==> src/rtl/multiplier_pkg.sv <==
// Bit-level adder cells shared by the array multiplier.
package multiplier_pkg;

    // Returns {carry, sum}.
    function automatic logic [1:0] half_add(input logic x, input logic y);
        return {x & y, x ^ y};
    endfunction

    // Returns {carry, sum}.
    function automatic logic [1:0] full_add(input logic x, input logic y, input logic ci);
        return {(x & y) | (ci & (x ^ y)), x ^ y ^ ci};
    endfunction

endpackage

==> src/rtl/mult_array.sv <==
// Combinational unsigned N x N ripple-carry array multiplier with a 2N-bit product.
module mult_array
    import multiplier_pkg::*;
#(
    parameter int unsigned N = 8
) (
    input  logic [N-1:0]   a,
    input  logic [N-1:0]   b,
    output logic [2*N-1:0] p
);

    localparam int unsigned PW = 2 * N;

    logic [N-1:0][N-1:0] pp;
    // Row i holds (row i-1 >> 1) + pp[i]; its LSB is final product bit i.
    logic [N-1:0][N:0]   acc;
    logic [N-1:1][N:1]   carry;

    for (genvar i = 0; i < N; i++) begin : g_pp_row
        for (genvar j = 0; j < N; j++) begin : g_pp_bit
            assign pp[i][j] = a[j] & b[i];
        end
    end

    assign acc[0] = {1'b0, pp[0]};

    for (genvar i = 1; i < N; i++) begin : g_row
        for (genvar j = 0; j < N; j++) begin : g_bit
            if (j == 0) begin : g_ha
                assign {carry[i][1], acc[i][0]} = half_add(acc[i-1][1], pp[i][0]);
            end else begin : g_fa
                assign {carry[i][j+1], acc[i][j]} =
                    full_add(acc[i-1][j+1], pp[i][j], carry[i][j]);
            end
        end
        assign acc[i][N] = carry[i][N];
    end

    for (genvar i = 0; i < N - 1; i++) begin : g_low
        assign p[i] = acc[i][0];
    end

    assign p[PW-1:N-1] = acc[N-1];

endmodule

==> src/rtl/multiplier_top.sv <==
// Registered unsigned N x N multiplier with independent operand-load enables.
module multiplier_top #(
    parameter int unsigned N = 8
) (
    input  logic           clk,
    input  logic           Reset,
    input  logic [N-1:0]   Data_in_A,
    input  logic [N-1:0]   Data_in_B,
    input  logic           EA,
    input  logic           EB,
    output logic [2*N-1:0] P_out
);

    localparam int unsigned PW = 2 * N;

    logic [N-1:0]  reg_a_q;
    logic [N-1:0]  reg_b_q;
    logic [PW-1:0] prod;

    mult_array #(
        .N(N)
    ) u_mult_array (
        .a(reg_a_q),
        .b(reg_b_q),
        .p(prod)
    );

    always_ff @(posedge clk or negedge Reset) begin
        if (!Reset) begin
            reg_a_q <= '0;
            reg_b_q <= '0;
            P_out   <= '0;
        end else begin
            if (EA) begin
                reg_a_q <= Data_in_A;
            end
            if (EB) begin
                reg_b_q <= Data_in_B;
            end
            // Product of the operands as they were before this edge.
            P_out <= prod;
        end
    end

endmodule

==> config.mk <==
export PLATFORM = sky130hd
export DESIGN_NAME = multiplier_top
export DESIGN_NICKNAME = d
export VERILOG_FILES = /design/src/rtl/multiplier_pkg.sv /design/src/rtl/mult_array.sv /design/src/rtl/multiplier_top.sv
export SDC_FILE = /design/constraint.sdc
export NUM_CORES = 1
export LEC_CHECK = 0
export ABC_AREA = 1
export CORE_UTILIZATION = 40
export CTS_CLUSTER_DIAMETER = 80
export DETAILED_ROUTE_END_ITERATION = 16
export GPL_ROUTABILITY_DRIVEN = 0
export HOLD_SLACK_MARGIN = 0.02
export SETUP_SLACK_MARGIN = 0.2
export SLEW_MARGIN = 5
export SYNTH_ARGS = -nofsm -noshare
export SYNTH_HDL_FRONTEND = slang
export SYNTH_SLANG_ARGS = --single-unit
==> constraint.sdc <==
create_clock -name clk -period 26.1 [get_ports clk]
set_input_delay 5.22 -clock clk [delete_from_list [all_inputs] [get_ports clk]]
set_output_delay 5.22 -clock clk [all_outputs]
set_load 0.02 [all_outputs]
* Word level (Yosys, flattened, before mapping)
Cells that the tools add are included.
W data, S select, Z words.
** Operators by class
- Multiply operators :: 0
- Shift-type cells :: 0
- Muxes and demuxes :: 0
- Reductions and logical operators :: 0
- Bitwise operators :: 320
- $add $sub $neg :: 0
- Equality and inequality tests :: 0
- $lt $le $gt $ge :: 0
- Divide/modulo/power cells :: 0
** Operators by type and width (number)
- $and A1 B1 Y1 :: 168
- $xor A1 B1 Y1 :: 104
- $or A1 B1 Y1 :: 48
** Storage, ports and cells
- Memory bits (writable) :: 0
- Word-level logic and storage cells :: 323
- Memories :: 0
- Bits in latches :: 0
- Bits in read-only memories :: 0
- Input bits :: 20
- Output and inout port bits :: 16
- Register bits :: 32

* Logic depth before layout (Yosys ltp)
- Depth after elaboration :: 40
- Gate-level depth with buffers :: 29
- Gate-level depth less buffers :: 28

* Cells and area by module
A second synthesis with hierarchy kept.
** Unflattened totals
- Cell total of the unflattened synthesis :: 290
- Area total of the unflattened synthesis :: 2755.1 µm²
** By module, submodules not included
- mult_array :: times used 1, area each 1744.2 µm², cells each 206, sequential area each 0.0 µm²
- multiplier_top :: times used 1, area each 1011.0 µm², cells each 84, sequential area each 800.8 µm²

* Worst setup path before layout
OpenSTA, ideal clock, no wires.
- Kind :: register to register
- Start :: register reg_b_q[0]
- End :: register P_out[14]
- Setup time :: 135 ps
- Setup slack :: 17050 ps
- Stages on the path, launching flop included :: 26
- Clock period less this slack :: 9050 ps
- Arrival time :: 8915 ps
- Required time :: 25965 ps
- Path buffers :: 1
- Cell sequence :: dfrtp_1 > buf_6 > nand2_1 > inv_1 > ha_1 > inv_1 > fa_1 > fa_1 > inv_1 > fa_1 > fa_1 > fa_1 > fa_1 > fa_1 > fa_1 > fa_1 > fa_1 > fa_1 > fa_1 > fa_1 > fa_1 > fa_1 > fa_1 > fa_1 > fa_1 > fa_1
** On the way
- Cells in the longest elaborated chain, start to end :: 39
- Elaborated cells on any way between the ends :: 247
- Classes of those cells :: bitwise: 247
** Ends and longest elaborated chain
- from (decl) :: RTL line multiplier_top.sv:17 : logic [N-1:0] reg_b_q;
- from (signal assigned) :: RTL line multiplier_top.sv:38 : reg_b_q <= Data_in_B;
- $and A1 B1 Y1 :: RTL line mult_array.sv:21 : assign pp[i][j] = a[j] & b[i];
- $and A1 B1 Y1 or $xor A1 B1 Y1 (tied branches) :: RTL line multiplier_pkg.sv:6, multiplier_pkg.sv:11
- $and A1 B1 Y1 :: RTL line multiplier_pkg.sv:11 : return {(x & y) | (ci & (x ^ y)), x ^ y ^ ci};
- $or A1 B1 Y1 :: RTL line multiplier_pkg.sv:11
- $and A1 B1 Y1 or $xor A1 B1 Y1 (tied branches) :: RTL line multiplier_pkg.sv:11
- $or A1 B1 Y1 or $xor A1 B1 Y1 (tied branches) :: RTL line multiplier_pkg.sv:11
- $and A1 B1 Y1 or $xor A1 B1 Y1 (tied branches) :: RTL line multiplier_pkg.sv:11
- $or A1 B1 Y1 or $xor A1 B1 Y1 (tied branches) :: RTL line multiplier_pkg.sv:11
- (+24 left out)
- $and A1 B1 Y1 or $xor A1 B1 Y1 (tied branches) :: RTL line multiplier_pkg.sv:11
- $or A1 B1 Y1 or $xor A1 B1 Y1 (tied branches) :: RTL line multiplier_pkg.sv:11
- $and A1 B1 Y1 or $xor A1 B1 Y1 (tied branches) :: RTL line multiplier_pkg.sv:11
- $or A1 B1 Y1 or $xor A1 B1 Y1 (tied branches) :: RTL line multiplier_pkg.sv:11
- $and A1 B1 Y1 :: RTL line multiplier_pkg.sv:11
- $or A1 B1 Y1 :: RTL line multiplier_pkg.sv:11
- $xor A1 B1 Y1 * :: RTL line multiplier_pkg.sv:11
- via prod[14] :: RTL line multiplier_top.sv:18 : logic [PW-1:0] prod;
- to (signal assigned) :: RTL line multiplier_top.sv:41 : P_out <= prod;
- to (decl) :: RTL line multiplier_top.sv:11 : output logic [2*N-1:0] P_out
The timed path passes the listed nets; every way through them passes the cells marked *.
A chain may end at the register's enable or synchronous reset.

* Final worst setup path
Ends and elaborated chain as after synthesis.

==> flow_summary.json <==
{
  "fin_area_sq_um": 3110,
  "drive_above_1_share": 0.0696,
  "layout_setup_ws_ns": 16.73,
  "antenna_left": 0,
  "netlist_instances": 290,
  "hold_path_class": "reg -> reg",
  "firstDrtPassIters": 4,
  "die-height_um": 85.2,
  "synthesis.nets": 366,
  "grt_max_degree": 33,
  "timing.final.hold_violations": 0,
  "cts-resized-gates": 0,
  "core_sq_um": 6530,
  "finalSetupViolations": 0,
  "yosysUniqueCellTypes": 8,
  "clock_skew_ns": 0.00308,
  "peakVddDrop_v": 0.0000302,
  "cts_setup_buffers": 0,
  "nets": 391,
  "n_fill_cell": 634,
  "dpl-instance-area_sq_um": 3020,
  "cts.hold.buffers_added": 0,
  "cts.clk_slew.worst_paths_ns": 0.07,
  "synth_area_sq_um": 2770,
  "finalMaxSlewViolations": 0,
  "pin_count": 36,
  "dieWidth_um": 85.2,
  "row_count": 29,
  "worstMarginPinSlew_ns": 0.437,
  "n_antenna_cell": 0,
  "cp-start-kind": "flip-flop",
  "antenna_found_initial": 0,
  "cts_buffers": 5,
  "routed_wl_um": 3740,
  "num_vias": 1658,
  "globalRouteOverflowTotal": 0,
  "wl_met3_um": 135,
  "power_density_nw_per_um2": 75.4,
  "first_iter_violations": 61,
  "max_cap_violations": 0,
  "die-area_sq_um": 7260,
  "clock_latency_ns": 0.28,
  "cts_tree": "done",
  "grt_pass1_vias": 1826,
  "yosys_warnings": 0,
  "ys_ff_latch": 32,
  "period_share": 0.359,
  "seq_area_frac_synth": 0.289,
  "wl_per_cell_um": 9.51,
  "dp_worst_setup_slack_ns": 16.64,
  "hold_slack_ns": 0.640,
  "drc": 0,
  "layout_common_cells": "nand2_1 (112), inv_1 (59), fa_1 (48)",
  "avgSynthCellArea_sq_um": 9.55,
  "crit_fanout": 9,
  "power_leakage_nw": 1.85,
  "crit_required_ns": 26.26,
  "grt_pass1_wl_um": 7620,
  "max_clock_freq_ghz": 0.107,
  "clock_sinks": 32,
  "start_util": 0.424,
  "syn_to_final_growth_pct": 12.4,
  "status": "complete, no violations",
  "track_usage": 0.132,
  "cp.arrival_ns": 9.52,
  "port_buffers": 35,
  "crit_path_end_kind": "flip-flop",
  "slew_headroom": 0.708,
  "met2_length_um": 1940,
  "clockBufferDepth": 2,
  "highest_layer": "met4",
  "setup_tns_ns": 0,
  "root_buffer": "clkbuf_8",
  "met1Wirelength_um": 1610,
  "h-tree-depth": 2,
  "post-dp-hpwl_um": 3320,
  "rsz0062_at_grt": "no",
  "critPathKind": "reg -> reg",
  "final_common_cell": "nand2_1",
  "vias_per_cell": 4.22,
  "min_period_ns": 9.37
}
-- final timing paths --
kind,slack (ns),start,cells after the start,end
worst max-delay path,16.73,reg_b_q[0]$_DFFE_PN0P_,24,P_out[14]$_DFF_PN0_
min in group asynchronous,5.33,Reset,2,reg_a_q[7]$_DFFE_PN0P_
worst min-delay path,0.64,reg_a_q[0]$_DFFE_PN0P_,2,P_out[0]$_DFF_PN0_
max in group asynchronous,20.49,Reset,2,P_out[2]$_DFF_PN0_
worst max register to register,16.73,reg_b_q[0]$_DFFE_PN0P_,24,P_out[14]$_DFF_PN0_
worst min register to register,0.64,reg_a_q[0]$_DFFE_PN0P_,2,P_out[0]$_DFF_PN0_
-- worst max-delay path, stage by stage, from the launching register on --
cell and delay (ns):
dfrtp_1 0.51, nand2_1 0.09, inv_1 0.07, ha_1 0.14
inv_1 0.05, fa_1 0.37, fa_1 0.49, inv_1 0.05
fa_1 0.42, fa_1 0.49, fa_1 0.44, fa_1 0.47
fa_1 0.45, fa_1 0.48, fa_1 0.46, fa_1 0.40
fa_1 0.45, fa_1 0.47, fa_1 0.45, fa_1 0.38
fa_1 0.38, fa_1 0.38, fa_1 0.47, fa_1 0.44
fa_1 0.43
-- metal layers --
layer	GRT usage	up-vias
met2	0.234	30
met4	0.0416	0
met5	0	-
li1	-	844
met1	0.159	778
met3	0.0331	6
-- synth_stat cells --
master	instances	area [sq um]
inv_1	59	221
dfrtp_1	32	801
inv_2	11	41.3
fa_1	48	961
ha_1	8	100
inv_8	2	22.5
nand2_1	112	420
buf_6	18	203
-- final cells by class --
type	instances	area (sq um)	share of cell area
inverter	72	285	0.0916
multi-input combinational	168	1480	0.476
tap	77	96.3	0.0309
clock inverter	2	10.0	0.00321
clock buffer	6	82.6	0.0265
timing repair buffer	36	358	0.115
sequential	32	801	0.257
-- through the flow --
step | total power [mW] | utilization | std cells
final | 0.235 | 0.477 | 393
after global routing | 0.264 | 0.477 | 393
after CTS | 0.243 | 0.477 | 393
after detailed placement | 0.202 | 0.463 | 385
after global placement | 0.200 | 0.463 | 385
after floorplan | 0.165 | - | 290
-- registers in the layout, summed over array words and instances, names as in the netlist --
name,cells
P_out,16
reg_a_q,8
reg_b_q,8
-- power by group --
| part | total [mW] | switching [mW] | internal (mW) |
|---|---|---|---|
| registers | 0.0708 | 0.00779 | 0.0631 |
| logic | 0.125 | 0.0665 | 0.0584 |
| clock network | 0.0390 | 0.0180 | 0.0210 |
-- kinds of logic after synthesis --
logic type | synth area share
adders and majority gates | 0.383
and+or+nand+nor | 0.152
DFF | 0.289
buffers and inverters | 0.176
Note: power is estimated with default switching activity, not from simulation.
